--- src/rtl/mac_bram_sequencer.sv ---
// Sequencer for a BRAM-fed MAC: walks operand addresses, waits out the registered BRAM read,
// captures each result into a result BRAM and keeps a wide running sum of all results.
module mac_bram_sequencer #(
  parameter int unsigned AddrW = 8,
  parameter int unsigned ResW  = 50,
  parameter int unsigned AccW  = 58
) (
  input  logic             clk_i,
  input  logic             rst_ni,
  input  logic             start_i,
  input  logic [AddrW-1:0] len_i,
  input  logic [AddrW-1:0] rd_base_i,
  input  logic [AddrW-1:0] wr_base_i,
  input  logic [ResW-1:0]  mac_result_i,
  output logic [AddrW-1:0] rd_addr_o,
  output logic             wr_en_o,
  output logic [AddrW-1:0] wr_addr_o,
  output logic [15:0]      wr_data_o,
  output logic [AccW-1:0]  acc_out_o,
  output logic             busy_o,
  output logic             done_o
);

  typedef enum logic [1:0] {StIdle, StWait, StCapt} state_e;

  state_e           state_q, state_d;
  logic [AddrW-1:0] rd_addr_q, rd_addr_d;
  logic [AddrW-1:0] idx_q, idx_d;
  logic [AddrW-1:0] len_q, len_d;
  logic [AddrW-1:0] wr_base_q, wr_base_d;
  logic [AddrW-1:0] wr_addr_q, wr_addr_d;
  logic [15:0]      wr_data_q, wr_data_d;
  logic [AccW-1:0]  acc_q, acc_d;
  logic             wr_en_q, wr_en_d;
  logic             busy_q, busy_d;
  logic             done_q, done_d;

  always_comb begin
    state_d   = state_q;
    rd_addr_d = rd_addr_q;
    idx_d     = idx_q;
    len_d     = len_q;
    wr_base_d = wr_base_q;
    wr_addr_d = wr_addr_q;
    wr_data_d = wr_data_q;
    acc_d     = acc_q;
    wr_en_d   = 1'b0;
    busy_d    = busy_q;
    done_d    = 1'b0;
    case (state_q)
      StIdle: begin
        if (start_i) begin
          acc_d = '0;
          if (len_i != '0) begin
            rd_addr_d = rd_base_i;
            idx_d     = '0;
            len_d     = len_i;
            wr_base_d = wr_base_i;
            busy_d    = 1'b1;
            state_d   = StWait;
          end else begin
            done_d = 1'b1;
          end
        end
      end
      // Operand BRAMs register their outputs on this edge.
      StWait: state_d = StCapt;
      StCapt: begin
        acc_d     = acc_q + AccW'(mac_result_i);
        wr_en_d   = 1'b1;
        wr_addr_d = wr_base_q + idx_q;
        wr_data_d = mac_result_i[15:0];
        if (idx_q == len_q - AddrW'(1)) begin
          done_d  = 1'b1;
          busy_d  = 1'b0;
          state_d = StIdle;
        end else begin
          idx_d     = idx_q + AddrW'(1);
          rd_addr_d = rd_addr_q + AddrW'(1);
          state_d   = StWait;
        end
      end
      default: state_d = StIdle;
    endcase
  end

  always_ff @(posedge clk_i or negedge rst_ni) begin
    if (!rst_ni) begin
      state_q   <= StIdle;
      rd_addr_q <= '0;
      idx_q     <= '0;
      len_q     <= '0;
      wr_base_q <= '0;
      wr_addr_q <= '0;
      wr_data_q <= '0;
      acc_q     <= '0;
      wr_en_q   <= 1'b0;
      busy_q    <= 1'b0;
      done_q    <= 1'b0;
    end else begin
      state_q   <= state_d;
      rd_addr_q <= rd_addr_d;
      idx_q     <= idx_d;
      len_q     <= len_d;
      wr_base_q <= wr_base_d;
      wr_addr_q <= wr_addr_d;
      wr_data_q <= wr_data_d;
      acc_q     <= acc_d;
      wr_en_q   <= wr_en_d;
      busy_q    <= busy_d;
      done_q    <= done_d;
    end
  end

  assign rd_addr_o = rd_addr_q;
  assign wr_en_o   = wr_en_q;
  assign wr_addr_o = wr_addr_q;
  assign wr_data_o = wr_data_q;
  assign acc_out_o = acc_q;
  assign busy_o    = busy_q;
  assign done_o    = done_q;

endmodule

--- config.mk ---
export PLATFORM = sky130hd
export DESIGN_NAME = mac_bram_sequencer
export DESIGN_NICKNAME = d
export VERILOG_FILES = /design/src/rtl/mac_bram_sequencer.sv
export SDC_FILE = /design/constraint.sdc
export NUM_CORES = 1
export LEC_CHECK = 0
export CAP_MARGIN = 0
export CORE_MARGIN = 2
export CORE_UTILIZATION = 45
export DETAILED_ROUTE_END_ITERATION = 10
export PLACE_DENSITY = 0.72
export SYNTH_ARGS = -nofsm -noshare
export SYNTH_HDL_FRONTEND = slang
export SYNTH_SLANG_ARGS = --single-unit
--- constraint.sdc ---
create_clock -name clk_i -period 3.97 [get_ports clk_i]
set_input_delay 0.794 -clock clk_i [delete_from_list [all_inputs] [get_ports clk_i]]
set_output_delay 0.794 -clock clk_i [all_outputs]
set_load 0.05 [all_outputs]
After elaboration in Yosys (flattened, before gate mapping)

Index checks and enable logic that the tools add are counted.

Add/subtract/negate cells: 5
$mul: 0
Divide/modulo/power cells: 0
Order comparisons: 0
Eq/ne operators: 7
Shift-type cells: 0
Mux-type cells: 23
Bitwise gates (word level): 0
Reduce and logical (&&, ||, !) cells: 8

Operators by type and width:

| cell                                                 | count |
|---|---|
| one-hot mux 58 bit (2 select lines)                  | 1 |
| adder 58 x 50 -> 58 bit                              | 1 |
| two-way mux 58 bit                                   | 1 |
| two-way mux 8 bit                                    | 6 |
| one-hot mux 8 bit (2 select lines)                   | 2 |
| adder 8 x 1 -> 8 bit (second input constant)         | 2 |
| adder 8 bit                                          | 1 |
| equality test 8 bit                                  | 1 |
| two-way mux 1 bit                                    | 8 |
| != test 2 bit (second input constant)                | 4 |
| AND reduction 4 bit                                  | 2 |
| nonzero test 8 bit                                   | 1 |
| subtractor 8 x 1 -> 8 bit (second input constant)    | 1 |
| one-hot mux 2 bit (3 select lines)                   | 1 |
| two-way mux 2 bit                                    | 2 |
| one-hot mux 1 bit (2 select lines)                   | 2 |
| AND reduction 2 bit                                  | 2 |
| AND reduction 3 bit                                  | 1 |
| equality test 2 x 1 -> 1 bit (second input constant) | 1 |
| equality test 2 bit (second input constant)          | 1 |
| zero test 2 bit                                      | 1 |
| nonzero test 2 bit                                   | 1 |

Register bits after elaboration: 119
Latch bits: 0
RAM bits: 0
Bits in read-only memories: 0
Input bits: 77
Output and inout bits: 93
Word-level logic and storage cells: 54
Memories kept: 0

Depth between registers and ports, before layout

Gate-level depths: netlist (run 1).

Depth in word-level cells: 4
Mapped depth: 13
Depth with buffers taken out: 13

Worst setup path before layout (run 1)

No wires, ideal clock.

Path kind: input to register
Start: in mac_result_i[0]
End: reg acc_q[52], in the netlist acc_out_o[52]
Setup time: 148 ps
Arrival: 3089 ps
Data required time: 3822 ps
Setup slack: 733 ps
Stages on the path: 13
Path buffers: 0
Path through: ha_1 > inv_1 > fa_1 > nand2b_1 > a21oi_2 > o211ai_1 > a2111oi_2 > o21ai_1 > a31oi_1 > nor2_1 > a21oi_2 > nand4_1 > mux2i_1

Cells in the longest elaborated chain, start to end: 2

RTL lines:

| item                                | line | RTL |
|---|---|---|
| start: declaration                  | 14   | `input logic [ResW-1:0] mac_result_i,` |
| adder 58 x 50 -> 58 bit             | 69   | `acc_d = acc_q + AccW'(mac_result_i);` |
| one-hot mux 58 bit (2 select lines) | 50   | `case (state_q)` |
| end signal: assignment              | 96   | `acc_q <= '0;` |
| end signal: assignment              | 108  | `acc_q <= acc_d;` |
| end: declaration                    | 33   | `logic [AccW-1:0] acc_q, acc_d;` |

No other way between the ends.
A chain may end at the register's enable or synchronous reset.

Final worst setup path (run 1)

Start: in mac_result_i[0]
End: reg acc_q[42], in the netlist acc_out_o[42]

Same word-level chain as after synthesis.

==> metrics.txt, run 1 <==
# TYPE chip_impl_metric gauge
chip_impl_info{name="clk_root_buffer_cell",value="sky130_fd_sc_hd__clkbuf_16"} 1
chip_impl_info{name="timing.rr.end",value="acc_out_o[42]$_DFFE_PN0P_"} 1
chip_impl_metric{name="layout.nets",unit=""} 1217
chip_impl_metric{name="detailed_place_hpwl",unit="um"} 15320
chip_impl_metric{name="cts.hold.buffers_added",unit=""} 0
chip_impl_metric{name="cellLeakagePower",unit="nW"} 4.707
chip_impl_metric{name="yosys_warnings",unit=""} 0
chip_impl_metric{name="synth_seq_cells",unit=""} 119
chip_impl_metric{name="timing.final.setup_violations",unit=""} 0
chip_impl_metric{name="critical_path_peak_fanout",unit=""} 5
chip_impl_metric{name="grt_first_pass_wirelength",unit="um"} 34240
chip_impl_metric{name="post_synth.cell_area_avg",unit="sq um"} 8.753
chip_impl_metric{name="reg2reg_setup_slack",unit="ns"} 0.72
chip_impl_metric{name="floorplan.io_pins",unit=""} 170
chip_impl_metric{name="dp.cells",unit=""} 1283
chip_impl_metric{name="drcViolationCount",unit=""} 0
chip_impl_metric{name="worst_r2r_path_depth",unit=""} 15
chip_impl_info{name="globalRoute.busiestLayer",value="met2"} 1
chip_impl_metric{name="io_buffers",unit=""} 169
chip_impl_metric{name="cts_inserted_buffers",unit=""} 17
chip_impl_info{name="worstSetupStartpointType",value="primary input"} 1
chip_impl_info{name="worst_hold_path_type",value="primary input to asynchronous set/reset pin"} 1
chip_impl_metric{name="fp.dieArea",unit="sq mm"} 0.01878
chip_impl_info{name="cts_tree",value="yes"} 1
chip_impl_info{name="outcome",value="complete, no violations"} 1
chip_impl_metric{name="final_layout_size_suffix_gt1_share",unit="%"} 8.708
chip_impl_metric{name="dr.first_iter.drc_count",unit=""} 318
chip_impl_metric{name="met1_usage",unit="%"} 30.98
chip_impl_metric{name="antenna-diode-count",unit=""} 0
chip_impl_metric{name="total_grt_usage",unit="%"} 22.95
chip_impl_metric{name="die-width",unit="um"} 137.0
chip_impl_metric{name="internal_power",unit="W"} 0.004627
chip_impl_info{name="ys_top_cells_by_count",value="138 x sky130_fd_sc_hd__nand2_1, 119 x sky130_fd_sc_hd__dfrtp_1, 76 x sky130_fd_sc_hd__o21ai_0"} 1
chip_impl_metric{name="dr.pass1.iters",unit=""} 5
chip_impl_metric{name="die_height",unit="um"} 137.0
chip_impl_metric{name="initial_core_util",unit="%"} 46.05
chip_impl_metric{name="cts-root-to-sink-buffers",unit=""} 2
chip_impl_metric{name="finalNonFillerCells",unit=""} 1316
chip_impl_metric{name="fp.coreArea",unit="sq mm"} 0.01730
chip_impl_metric{name="syn_nets",unit=""} 1049
chip_impl_info{name="crit_type",value="primary input to flop"} 1
chip_impl_metric{name="tritoncts_num_sinks",unit=""} 119
chip_impl_info{name="synthMostInstantiatedCell",value="sky130_fd_sc_hd__nand2_1"} 1
chip_impl_info{name="startpoint",value="mac_result_i[0]"} 1
chip_impl_metric{name="portion_of_total_power_attributed_to_the_clock_network",unit="%"} 18.5
chip_impl_metric{name="h-tree-depth",unit=""} 4
chip_impl_metric{name="dr_total_vias",unit=""} 7145
chip_impl_info{name="worstSetupEndpointType",value="flop"} 1
chip_impl_metric{name="worstPathRequired",unit="ns"} 4.23
chip_impl_info{name="synth_top_flop_cell",value="sky130_fd_sc_hd__dfrtp_1"} 1
chip_impl_metric{name="number_of_max_cap_violations",unit=""} 0
chip_impl_metric{name="worst_skew_pair.late_latency",unit="ns"} 0.42
chip_impl_metric{name="clock_transition_at_path_regs",unit="ns"} 0.06
chip_impl_metric{name="antenna_found_initial",unit=""} 0
chip_impl_metric{name="timing.fmax",unit="GHz"} 0.2681
chip_impl_metric{name="grt_use_met3",unit="%"} 5.370
chip_impl_metric{name="maximum_number_of_pins_on_one_net_before_global_route_repair",unit=""} 106
chip_impl_info{name="post-synth-top-area-cell",value="sky130_fd_sc_hd__dfrtp_1"} 1
chip_impl_metric{name="synth_top_cell_area_share",unit="%"} 37.39
chip_impl_metric{name="area_overhead_vs_synth",unit="%"} 32.89
chip_impl_metric{name="synthArstFlopShare",unit="%"} 100.0
chip_impl_metric{name="cp_data_arrival_time",unit="ns"} 3.99
chip_impl_metric{name="wl",unit="um"} 20970
chip_impl_metric{name="number_of_enable_flip_flop_cells_after_synthesis",unit=""} 0
chip_impl_metric{name="synth_cell_type_count",unit=""} 70
chip_impl_info{name="synth_top_cells_by_area",value="sky130_fd_sc_hd__dfrtp_1 37%, sky130_fd_sc_hd__ha_1 9.4%, sky130_fd_sc_hd__nand2_1 6.5%"} 1
chip_impl_metric{name="finalWorstPathRequiredPeriod",unit="ns"} 3.730
chip_impl_metric{name="slew_at_the_pin_closest_to_its_max_slew_limit",unit="ns"} 1.040
chip_impl_metric{name="route.detailed.wl_per_inst",unit="um"} 15.93
chip_impl_metric{name="antenna_left",unit=""} 0
chip_impl_metric{name="power.sequential.fraction",unit="%"} 23.2
chip_impl_metric{name="vias_per_cell",unit=""} 5.429
chip_impl_metric{name="n_fill_cell",unit=""} 1509
chip_impl_metric{name="setup-tns-final",unit="ns"} 0
chip_impl_metric{name="relSlewSlack",unit="%"} 30.64
chip_impl_metric{name="gr-usage-met2",unit="%"} 36.04
chip_impl_metric{name="min_period_over_period",unit="%"} 93.96
chip_impl_metric{name="fin_worst_hold_slack",unit="ns"} 0.4260
chip_impl_metric{name="power.density",unit="mW/mm^2"} 836.6
chip_impl_metric{name="postLayoutCoreUtil",unit="%"} 61.20
chip_impl_metric{name="p_sw",unit="W"} 0.004229
chip_impl_metric{name="synth-seq-area-share",unit="%"} 37.39
chip_impl_metric{name="maxSlewViolCount",unit=""} 0
chip_impl_info{name="worst_r2r_startpoint",value="acc_out_o[0]$_DFFE_PN0P_"} 1
chip_impl_info{name="critical_path.endpoint",value="acc_out_o[42]$_DFFE_PN0P_"} 1
chip_impl_metric{name="worst_clock_skew",unit="ns"} 0.005806
chip_impl_metric{name="syn_area",unit="sq mm"} 0.007965
chip_impl_metric{name="hold_violations",unit=""} 0
chip_impl_metric{name="vdd_ir_drop_max",unit="V"} 0.0004720
chip_impl_metric{name="synthCells",unit=""} 910
chip_impl_metric{name="combinationalPowerShare",unit="%"} 58.3
chip_impl_metric{name="globalplace.congestion",unit=""} 0.9103
chip_impl_metric{name="grt_remaining_overflow",unit=""} 0
chip_impl_metric{name="floorplan.rows",unit=""} 48
chip_impl_metric{name="via_count_of_the_first_global_routing_pass",unit=""} 6965
chip_impl_metric{name="switching_power_share_of_the_total",unit="%"} 47.75
-- how the worst min path moves through the flow --
stage / from / endpoint / slack (ns) / cells past startpoint
final: rst_ni / wr_data_o[10]$_DFFE_PN0P_ / 0.43 / 1
after global routing: rst_ni / wr_data_o[10]$_DFFE_PN0P_ / 0.48 / 1
after CTS: rst_ni / wr_data_o[10]$_DFFE_PN0P_ / 0.45 / 1
after detailed placement: wr_data_o[8]$_DFFE_PN0P_ / wr_data_o[8]$_DFFE_PN0P_ / 0.47 / 2
after global placement: wr_data_o[11]$_DFFE_PN0P_ / wr_data_o[11]$_DFFE_PN0P_ / 0.46 / 2
after floorplan: state_q[1]$_DFFE_PN0P_ / state_q[1]$_DFFE_PN0P_ / 0.43 / 1
-- critical path, stage by stage --
cell                              delay (ns)
sky130_fd_sc_hd__clkdlybuf4s50_1        0.49
sky130_fd_sc_hd__ha_1                   0.18
sky130_fd_sc_hd__inv_1                  0.06
sky130_fd_sc_hd__fa_1                   0.40
sky130_fd_sc_hd__nand2b_1               0.19
sky130_fd_sc_hd__a21oi_2                0.18
sky130_fd_sc_hd__o211ai_1               0.18
sky130_fd_sc_hd__a2111oi_2              0.46
sky130_fd_sc_hd__buf_4                  0.18
sky130_fd_sc_hd__o21ai_1                0.07
sky130_fd_sc_hd__a31oi_1                0.19
sky130_fd_sc_hd__nor2_2                 0.11
sky130_fd_sc_hd__buf_4                  0.15
sky130_fd_sc_hd__o21ai_1                0.16
sky130_fd_sc_hd__xnor2_1                0.13
sky130_fd_sc_hd__o21ai_1                0.07
-- power by group through the flow --
stage	Sequential [W]	Combinational [W]	Clock, W
after floorplan	0.00316	0.00253	0
after global placement	0.00205	0.00509	0
after detailed placement	0.00206	0.00516	0
after CTS	0.00205	0.00519	0.00166
after global routing	0.00211	0.00563	0.00172
final	0.00205	0.00517	0.00164
-- sequential cells by signal, indices dropped and copies added, names as in the netlist --
register	count
acc_out_o	58
wr_base_q	8
idx_q	8
wr_addr_o	8
wr_en_o	1
rd_addr_o	8
wr_data_o	16
state_q	2
done_o	1
len_q	8
busy_o	1
-- cell type report --
| cell class | count | area [sq um] | share of cell area (%) |
|---|---|---|---|
| clock inverters | 11 | 146.4 | 1.383 |
| inverters | 27 | 102.6 | 0.9693 |
| flip-flops and latches | 119 | 2978 | 28.13 |
| multi-input cells | 725 | 4740 | 44.78 |
| clock buffers | 21 | 480.5 | 4.539 |
| well taps | 225 | 281.5 | 2.660 |
| repair buffers | 188 | 1857 | 17.54 |
-- cells in the final DEF (no fill, tap or decap), types with 5 or more instances in the layout --
cell,count
sky130_fd_sc_hd__clkdlybuf4s50_1,168
sky130_fd_sc_hd__mux2_2,14
sky130_fd_sc_hd__nor4_1,6
sky130_fd_sc_hd__nand3_1,46
sky130_fd_sc_hd__o21a_1,6
sky130_fd_sc_hd__xnor2_1,35
sky130_fd_sc_hd__a21oi_2,5
sky130_fd_sc_hd__o21bai_1,9
sky130_fd_sc_hd__a211oi_1,5
sky130_fd_sc_hd__nor2b_1,5
sky130_fd_sc_hd__clkbuf_16,17
sky130_fd_sc_hd__inv_1,26
sky130_fd_sc_hd__nand4_1,16
sky130_fd_sc_hd__o21ai_1,22
sky130_fd_sc_hd__a21o_1,25
sky130_fd_sc_hd__mux2i_1,12
sky130_fd_sc_hd__nand2_1,138
sky130_fd_sc_hd__and3_1,11
sky130_fd_sc_hd__dfrtp_1,119
sky130_fd_sc_hd__nand2b_1,9
sky130_fd_sc_hd__buf_4,18
sky130_fd_sc_hd__a31oi_1,11
sky130_fd_sc_hd__xor2_1,28
sky130_fd_sc_hd__o21ai_0,76
sky130_fd_sc_hd__nor2_1,50
sky130_fd_sc_hd__ha_1,60
sky130_fd_sc_hd__nor3_1,15
sky130_fd_sc_hd__a21oi_1,64
-- per-stage QoR --
step           setup WS, ns  area, sq um  power [W]
3_3_place_gp       -0.02799         9948   0.007139
6_report             0.2399        10590   0.008856
3_5_place_dp        -0.1775         9948   0.007225
5_1_grt           -0.001157        10590   0.009459
2_1_floorplan        0.7328         7965   0.005686
4_1_cts              0.2610        10580   0.008906
-- what timing repair did --
| action | CTS | global route |
|---|---|---|
| setup buffers | 0 | 1 |
| resized for setup | 0 | 1 |
| setup endpoints to repair | 0 | 3 |
-- cell families (layout without fill, tap and decap cells) --
group | Yosys count | count (layout) | synth area share [%]
compound gates | 259 | 259 | 20.67
xor+xnor | 64 | 64 | 7.132
fa+ha+maj | 62 | 62 | 9.928
buf+inv | 66 | 247 | 3.314
flops | 119 | 119 | 37.39
mux | 26 | 26 | 3.487
simple gates | 314 | 314 | 18.08
-- layer usage --
layer	vias up	wire length, um
li1	3588	-
met1	3356	9780
met2	172	9619
met3	29	1190
met4	0	378
met5	-	0
(Power assumes the default switching activity.)
==> run 2: changes to the inputs <==
GPL_TIMING_DRIVEN = 0   (was default)
==> metrics.txt, run 2 (synthesis gave the netlist of run 1 again) <==
# TYPE chip_impl_metric gauge
chip_impl_info{name="outcome",value="complete, no violations"} 1
chip_impl_metric{name="dr_total_vias",unit=""} 7381
chip_impl_metric{name="maximum_number_of_pins_on_one_net_before_global_route_repair",unit=""} 70
chip_impl_info{name="worstSetupStartpointType",value="primary input"} 1
chip_impl_metric{name="final_layout_size_suffix_gt1_share",unit="%"} 7.111
chip_impl_metric{name="cts-root-to-sink-buffers",unit=""} 2
chip_impl_info{name="grt_setup_unrepaired",value="true"} 1
chip_impl_metric{name="finalWorstPathRequiredPeriod",unit="ns"} 3.797
chip_impl_metric{name="globalplace.congestion",unit=""} 0.9192
chip_impl_metric{name="min_period_over_period",unit="%"} 95.64
chip_impl_metric{name="cp_data_arrival_time",unit="ns"} 4.10
chip_impl_metric{name="maxSlewViolCount",unit=""} 0
chip_impl_metric{name="worstPathRequired",unit="ns"} 4.27
chip_impl_metric{name="initial_core_util",unit="%"} 46.05
chip_impl_info{name="worstPathCellList",value="clkdlybuf4s50_1 -> ha_2 -> inv_1 -> fa_1 -> nand2b_1 -> a21oi_2 -> o211ai_1 -> a2111oi_4 -> o21ai_2 -> a31oi_2 -> nor2_2 -> a21oi_2 -> nand4_1 -> mux2i_1"} 1
chip_impl_metric{name="cts_inserted_buffers",unit=""} 17
chip_impl_metric{name="dr.pass1.iters",unit=""} 5
chip_impl_metric{name="relSlewSlack",unit="%"} 43.95
chip_impl_metric{name="dp.cells",unit=""} 1305
chip_impl_metric{name="die_height",unit="um"} 137.0
chip_impl_metric{name="layout.nets",unit=""} 1238
chip_impl_metric{name="dr.first_iter.drc_count",unit=""} 441
chip_impl_metric{name="setup-tns-final",unit="ns"} 0
chip_impl_info{name="crit_type",value="primary input to flop"} 1
chip_impl_metric{name="largest_register_ffs",unit=""} 58
chip_impl_metric{name="timing.final.setup_violations",unit=""} 0
chip_impl_metric{name="number_of_max_cap_violations",unit=""} 0
chip_impl_metric{name="antenna_left",unit=""} 0
chip_impl_metric{name="via_count_of_the_first_global_routing_pass",unit=""} 7046
chip_impl_metric{name="clock_transition_at_path_regs",unit="ns"} 0.06
chip_impl_info{name="cts_tree",value="yes"} 1
chip_impl_metric{name="vias_per_cell",unit=""} 5.525
chip_impl_metric{name="worst_skew_pair.late_latency",unit="ns"} 0.42
chip_impl_metric{name="io_buffers",unit=""} 169
chip_impl_info{name="clk_root_buffer_cell",value="sky130_fd_sc_hd__clkbuf_16"} 1
chip_impl_metric{name="drcViolationCount",unit=""} 0
chip_impl_metric{name="worst_clock_skew",unit="ns"} 0.008596
chip_impl_metric{name="slew_at_the_pin_closest_to_its_max_slew_limit",unit="ns"} 0.8377
chip_impl_info{name="worstSetupEndpointType",value="flop"} 1
chip_impl_metric{name="area_overhead_vs_synth",unit="%"} 32.47
chip_impl_info{name="worst_hold_path_type",value="primary input to asynchronous set/reset pin"} 1
chip_impl_metric{name="power.density",unit="mW/mm^2"} 833.0
chip_impl_metric{name="floorplan.rows",unit=""} 48
chip_impl_metric{name="route.detailed.wl_per_inst",unit="um"} 16.78
chip_impl_metric{name="total_grt_usage",unit="%"} 24.31
chip_impl_metric{name="antenna-diode-count",unit=""} 0
chip_impl_info{name="critical_path.most_common_cell",value="sky130_fd_sc_hd__a21oi_2"} 1
chip_impl_metric{name="critical_path_peak_fanout",unit=""} 6
chip_impl_metric{name="pre_cts_ws",unit="ns"} -0.3171
chip_impl_metric{name="grt_remaining_overflow",unit=""} 0
chip_impl_info{name="startpoint",value="mac_result_i[0]"} 1
chip_impl_metric{name="wl",unit="um"} 22420
chip_impl_metric{name="tritoncts_num_sinks",unit=""} 119
chip_impl_metric{name="max_stage_delay",unit="ns"} 0.54
chip_impl_metric{name="finalNonFillerCells",unit=""} 1336
chip_impl_metric{name="h-tree-depth",unit=""} 4
chip_impl_info{name="slowest_stage",value="sky130_fd_sc_hd__a2111oi_4"} 1
chip_impl_metric{name="timing.fmax",unit="GHz"} 0.2634
chip_impl_metric{name="detailed_place_hpwl",unit="um"} 16650
chip_impl_metric{name="floorplan.io_pins",unit=""} 170
chip_impl_info{name="layout.cells.most_common",value="sky130_fd_sc_hd__clkdlybuf4s50_1"} 1
chip_impl_info{name="layout_common_cells",value="168 x sky130_fd_sc_hd__clkdlybuf4s50_1, 138 x sky130_fd_sc_hd__nand2_1, 119 x sky130_fd_sc_hd__dfrtp_1, 76 x sky130_fd_sc_hd__o21ai_0, 65 x sky130_fd_sc_hd__a21oi_1"} 1
chip_impl_metric{name="grt_first_pass_wirelength",unit="um"} 35670
chip_impl_metric{name="fp.dieArea",unit="sq mm"} 0.01878
chip_impl_metric{name="fp.coreArea",unit="sq mm"} 0.01730
chip_impl_metric{name="cellLeakagePower",unit="nW"} 4.643
chip_impl_metric{name="n_fill_cell",unit=""} 1549
chip_impl_info{name="worst_r2r_startpoint",value="acc_out_o[0]$_DFFE_PN0P_"} 1
chip_impl_metric{name="reg2reg_setup_slack",unit="ns"} 0.67
chip_impl_metric{name="hold_violations",unit=""} 0
chip_impl_metric{name="die-width",unit="um"} 137.0
chip_impl_metric{name="antenna_found_initial",unit=""} 0
chip_impl_metric{name="vdd_ir_drop_max",unit="V"} 0.0005127
chip_impl_metric{name="final_critical_path_setup_slack",unit="ns"} 0.1732
[run 2: cell types whose count changed in the layout (fill, tap and decap cells not counted), moves of 3 or more]
cell and delta:
sky130_fd_sc_hd__clkinv_4 -3, sky130_fd_sc_hd__buf_4 -18, sky130_fd_sc_hd__buf_2 +6, sky130_fd_sc_hd__clkbuf_1 +34, sky130_fd_sc_hd__clkbuf_8 -3
[run 2: timing repair]
item                                   in CTS  in global routing
buffers inserted                            0                  0
endpoints found under the hold margin       0                  0
setup endpoints to repair                   0                  9
hold buffers                                0                  0
resized for setup                           0                  5
[run 2: critical path, delay by kind of cell]
kind	cells	cell delay, ns
adders and majority gates	2	0.60
buffers and inverters	2	0.55
AOI/OAI and AO/OA	6	1.54
and+or+nand+nor	3	0.48
muxes	1	0.15
[run 2: per-layer routing]
layer / vias to the layer above / GRT usage (%) / share of wire (%)
met3: 27 / 4.926 / 5.6
met4: 0 / 7.216 / 1.7
met2: 206 / 39.25 / 47
li1: 3624 / - / -
met5: - / 0 / 0
met1: 3524 / 32.96 / 46
[run 2: stage by stage]
| stage | hold WS, ns | instance area (sq um) | utilization, % | total power [W] |
|---|---|---|---|---|
| global route | 0.3483 | 10550 | 61.00 | 0.009348 |
| finish | 0.3118 | 10550 | 61.00 | 0.008789 |
| floorplan | 0.4263 | 7965 | - | 0.005686 |
| CTS | 0.3241 | 10520 | 60.84 | 0.008796 |
| detailed placement | 0.4525 | 9967 | 57.62 | 0.007256 |
| global placement | 0.4399 | 9938 | 57.46 | 0.007182 |
[run 2: report_power, final]
part | leakage (nW) | switching (W) | internal, W | total [W]
Sequential | 1.52 | 0.000385 | 0.00168 | 0.00206
Combinational | 2.86 | 0.00337 | 0.00187 | 0.00523
Clock | 0.266 | 0.000564 | 0.000931 | 0.00149
[run 2: final timing paths]
path / depth (start not counted) / endpoint
worst max-delay path: 14 / acc_out_o[52]$_DFFE_PN0P_
worst min-delay path: 1 / wr_data_o[10]$_DFFE_PN0P_
worst max register to register: 13 / acc_out_o[52]$_DFFE_PN0P_
worst min register to register: 1 / state_q[1]$_DFFE_PN0P_
max in group asynchronous: 2 / acc_out_o[46]$_DFFE_PN0P_
min in group clk_i: 1 / state_q[1]$_DFFE_PN0P_
[run 2: area by class of cell]
type,instances,area [sq um],share of cell area (%)
Inverter,27,102.6,0.9724
Multi-Input combinational cell,725,4751,45.03
Timing Repair Buffer,170,1720,16.30
Clock inverter,9,102.6,0.9724
Buffer,39,161.4,1.530
Clock buffer,22,454.2,4.305
Sequential cell,119,2978,28.22
Tap cell,225,281.5,2.668
==> run 3: changes to the inputs <==
MAX_ROUTING_LAYER = met4   (was default)
==> metrics.txt, run 3 (synthesis gave the netlist of run 1 again) <==
# TYPE chip_impl_metric gauge
chip_impl_metric{name="io_buffers",unit=""} 169
chip_impl_metric{name="pre_cts_ws",unit="ns"} -0.3171
chip_impl_info{name="crit_type",value="primary input to flop"} 1
chip_impl_metric{name="clock_transition_at_path_regs",unit="ns"} 0.06
chip_impl_metric{name="portion_of_total_power_attributed_to_the_clock_network",unit="%"} 17.0
chip_impl_metric{name="postCtsSetupBuffers",unit=""} 0
chip_impl_metric{name="cts_inserted_buffers",unit=""} 17
chip_impl_metric{name="total_grt_usage",unit="%"} 25.03
chip_impl_metric{name="number_of_max_cap_violations",unit=""} 0
chip_impl_metric{name="cp_data_arrival_time",unit="ns"} 4.07
chip_impl_metric{name="floorplan.rows",unit=""} 48
chip_impl_metric{name="min_period_over_period",unit="%"} 94.74
chip_impl_info{name="layout.cells.most_common",value="sky130_fd_sc_hd__clkdlybuf4s50_1"} 1
chip_impl_metric{name="antenna-diode-count",unit=""} 0
chip_impl_metric{name="met3WireLength",unit="um"} 1168
chip_impl_metric{name="fp.coreArea",unit="sq mm"} 0.01730
chip_impl_metric{name="timing.fmax",unit="GHz"} 0.2659
chip_impl_metric{name="power.sequential.fraction",unit="%"} 23.5
chip_impl_metric{name="via_count_of_the_first_global_routing_pass",unit=""} 7042
chip_impl_metric{name="final_critical_path_setup_slack",unit="ns"} 0.2088
chip_impl_metric{name="floorplan.io_pins",unit=""} 170
chip_impl_info{name="outcome",value="complete, no violations"} 1
chip_impl_metric{name="route.detailed.wl_per_inst",unit="um"} 16.74
chip_impl_metric{name="worstPathRequired",unit="ns"} 4.27
chip_impl_info{name="worstSetupEndpointType",value="flop"} 1
chip_impl_metric{name="timing.final.setup_violations",unit=""} 0
chip_impl_metric{name="dr.pass1.iters",unit=""} 5
chip_impl_metric{name="hold_violations",unit=""} 0
chip_impl_metric{name="maximum_number_of_pins_on_one_net_before_global_route_repair",unit=""} 70
chip_impl_metric{name="critical_path_peak_fanout",unit=""} 6
chip_impl_metric{name="cts.hold.buffers_added",unit=""} 0
chip_impl_metric{name="wirelength_met1",unit="um"} 10340
chip_impl_metric{name="detailed_place_hpwl",unit="um"} 16650
chip_impl_metric{name="cts_resized",unit=""} 0
chip_impl_metric{name="worst_skew_pair.late_latency",unit="ns"} 0.42
chip_impl_info{name="cts_tree",value="yes"} 1
chip_impl_metric{name="vdd_ir_drop_max",unit="V"} 0.0005122
chip_impl_info{name="timing.rr.end",value="acc_out_o[52]$_DFFE_PN0P_"} 1
chip_impl_metric{name="cts-root-to-sink-buffers",unit=""} 2
chip_impl_metric{name="area_overhead_vs_synth",unit="%"} 32.47
chip_impl_metric{name="reg2reg_setup_slack",unit="ns"} 0.71
chip_impl_metric{name="fp.dieArea",unit="sq mm"} 0.01878
chip_impl_metric{name="drcViolationCount",unit=""} 0
chip_impl_info{name="worst_hold_path_type",value="primary input to asynchronous set/reset pin"} 1
chip_impl_metric{name="p_sw",unit="W"} 0.004306
chip_impl_metric{name="dr.first_iter.drc_count",unit=""} 447
chip_impl_metric{name="fin_worst_hold_slack",unit="ns"} 0.3131
chip_impl_info{name="maxUsedRoutingLayer",value="met4"} 1
chip_impl_info{name="layout_common_cells",value="168 x sky130_fd_sc_hd__clkdlybuf4s50_1, 138 x sky130_fd_sc_hd__nand2_1, 119 x sky130_fd_sc_hd__dfrtp_1, 76 x sky130_fd_sc_hd__o21ai_0, 65 x sky130_fd_sc_hd__a21oi_1"} 1
chip_impl_metric{name="grt_remaining_overflow",unit=""} 0
chip_impl_info{name="worst_r2r_startpoint",value="acc_out_o[0]$_DFFE_PN0P_"} 1
chip_impl_metric{name="finalWorstPathRequiredPeriod",unit="ns"} 3.761
chip_impl_metric{name="cellLeakagePower",unit="nW"} 4.643
chip_impl_metric{name="wl",unit="um"} 22360
chip_impl_metric{name="power.density",unit="mW/mm^2"} 832.1
chip_impl_metric{name="n_fill_cell",unit=""} 1549
chip_impl_metric{name="maxSlewViolCount",unit=""} 0
chip_impl_metric{name="grt_first_pass_wirelength",unit="um"} 35670
chip_impl_info{name="clk_root_buffer_cell",value="sky130_fd_sc_hd__clkbuf_16"} 1
chip_impl_metric{name="dr_total_vias",unit=""} 7354
chip_impl_metric{name="worst_r2r_path_depth",unit=""} 13
chip_impl_metric{name="internal_power",unit="W"} 0.004475
chip_impl_metric{name="slew_at_the_pin_closest_to_its_max_slew_limit",unit="ns"} 0.8410
chip_impl_info{name="worstSetupStartpointType",value="primary input"} 1
chip_impl_metric{name="layout.nets",unit=""} 1238
chip_impl_metric{name="final_layout_size_suffix_gt1_share",unit="%"} 7.111
chip_impl_metric{name="tritoncts_num_sinks",unit=""} 119
chip_impl_metric{name="wl_met2",unit="um"} 10490
chip_impl_info{name="grt_setup_unrepaired",value="true"} 1
chip_impl_metric{name="initial_core_util",unit="%"} 46.05
chip_impl_metric{name="switching_power_share_of_the_total",unit="%"} 49.04
chip_impl_metric{name="vias_per_cell",unit=""} 5.504
chip_impl_metric{name="globalplace.congestion",unit=""} 0.9367
chip_impl_metric{name="antenna_found_initial",unit=""} 0
chip_impl_metric{name="die_height",unit="um"} 137.0
chip_impl_metric{name="die-width",unit="um"} 137.0
chip_impl_metric{name="h-tree-depth",unit=""} 4
chip_impl_metric{name="worst_clock_skew",unit="ns"} 0.008708
chip_impl_metric{name="relSlewSlack",unit="%"} 43.73
chip_impl_metric{name="combinationalPowerShare",unit="%"} 59.5
chip_impl_metric{name="largest_register_ffs",unit=""} 58
chip_impl_metric{name="antenna_left",unit=""} 0
## run 3: cell counts in the layout (fill, tap and decap cells not counted)
No cell type changed its count.
## run 3: power by group through the flow
stage	Clock (W)	Sequential, W	Combinational (W)
after CTS	0.00151	0.00206	0.00523
after floorplan	0	0.00316	0.00253
after detailed placement	0	0.00207	0.00519
after global placement	0	0.00206	0.00512
after global routing	0.00156	0.00212	0.00567
final	0.00149	0.00206	0.00523
## run 3: area by class of cell
| type | instances | area [sq um] | share of cell area [%] |
|---|---|---|---|
| Timing Repair Buffer | 170 | 1720 | 16.30 |
| Multi-Input combinational cell | 725 | 4751 | 45.03 |
| Clock buffer | 22 | 454.2 | 4.305 |
| Tap cell | 225 | 281.5 | 2.668 |
| Buffer | 39 | 161.4 | 1.530 |
| Inverter | 27 | 102.6 | 0.9724 |
| Clock inverter | 9 | 102.6 | 0.9724 |
| Sequential cell | 119 | 2978 | 28.22 |
## run 3: stage by stage
stage	utilization [%]	setup TNS, ns	std cells	cell area (sq um)	total power [W]
final	61.00	0	1336	10550	0.008780
after global routing	61.00	-0.1455	1336	10550	0.009348
after CTS	60.84	0	1336	10520	0.008796
after detailed placement	57.62	-2.407	1305	9967	0.007256
after global placement	57.46	-331.61	1304	9938	0.007182
after floorplan	-	0	910	7965	0.005686
## run 3: worst max-delay path, cell delays in order
cell                              delay (ns)
sky130_fd_sc_hd__clkdlybuf4s50_1        0.49
sky130_fd_sc_hd__ha_2                   0.21
sky130_fd_sc_hd__inv_1                  0.06
sky130_fd_sc_hd__fa_1                   0.39
sky130_fd_sc_hd__nand2b_1               0.21
sky130_fd_sc_hd__a21oi_2                0.23
sky130_fd_sc_hd__o211ai_1               0.21
sky130_fd_sc_hd__a2111oi_4              0.51
sky130_fd_sc_hd__o21ai_2                0.12
sky130_fd_sc_hd__a31oi_2                0.20
sky130_fd_sc_hd__nor2_2                 0.13
sky130_fd_sc_hd__a21oi_2                0.24
sky130_fd_sc_hd__nand4_1                0.14
sky130_fd_sc_hd__mux2i_1                0.14
## run 3: worst max path at each step
stage	depth (start not counted)	slack [ns]	from	endpoint
6_report	14	0.21	mac_result_i[0]	acc_out_o[52]$_DFFE_PN0P_
5_1_grt	14	-0.05	mac_result_i[0]	acc_out_o[52]$_DFFE_PN0P_
4_1_cts	14	0.08	mac_result_i[0]	acc_out_o[52]$_DFFE_PN0P_
3_5_place_dp	14	-0.32	mac_result_i[0]	acc_out_o[52]$_DFFE_PN0P_
3_3_place_gp	1	-2.78	rst_ni	acc_out_o[54]$_DFFE_PN0P_
2_1_floorplan	13	0.73	mac_result_i[0]	acc_out_o[52]$_DFFE_PN0P_
## run 3: routing by layer
metal  track usage, %  vias to the layer above
li1                 -                     3631
met5                -                        -
met1            33.17                     3508
met3            4.630                       26
met2            39.25                      189
met4            7.216                        0
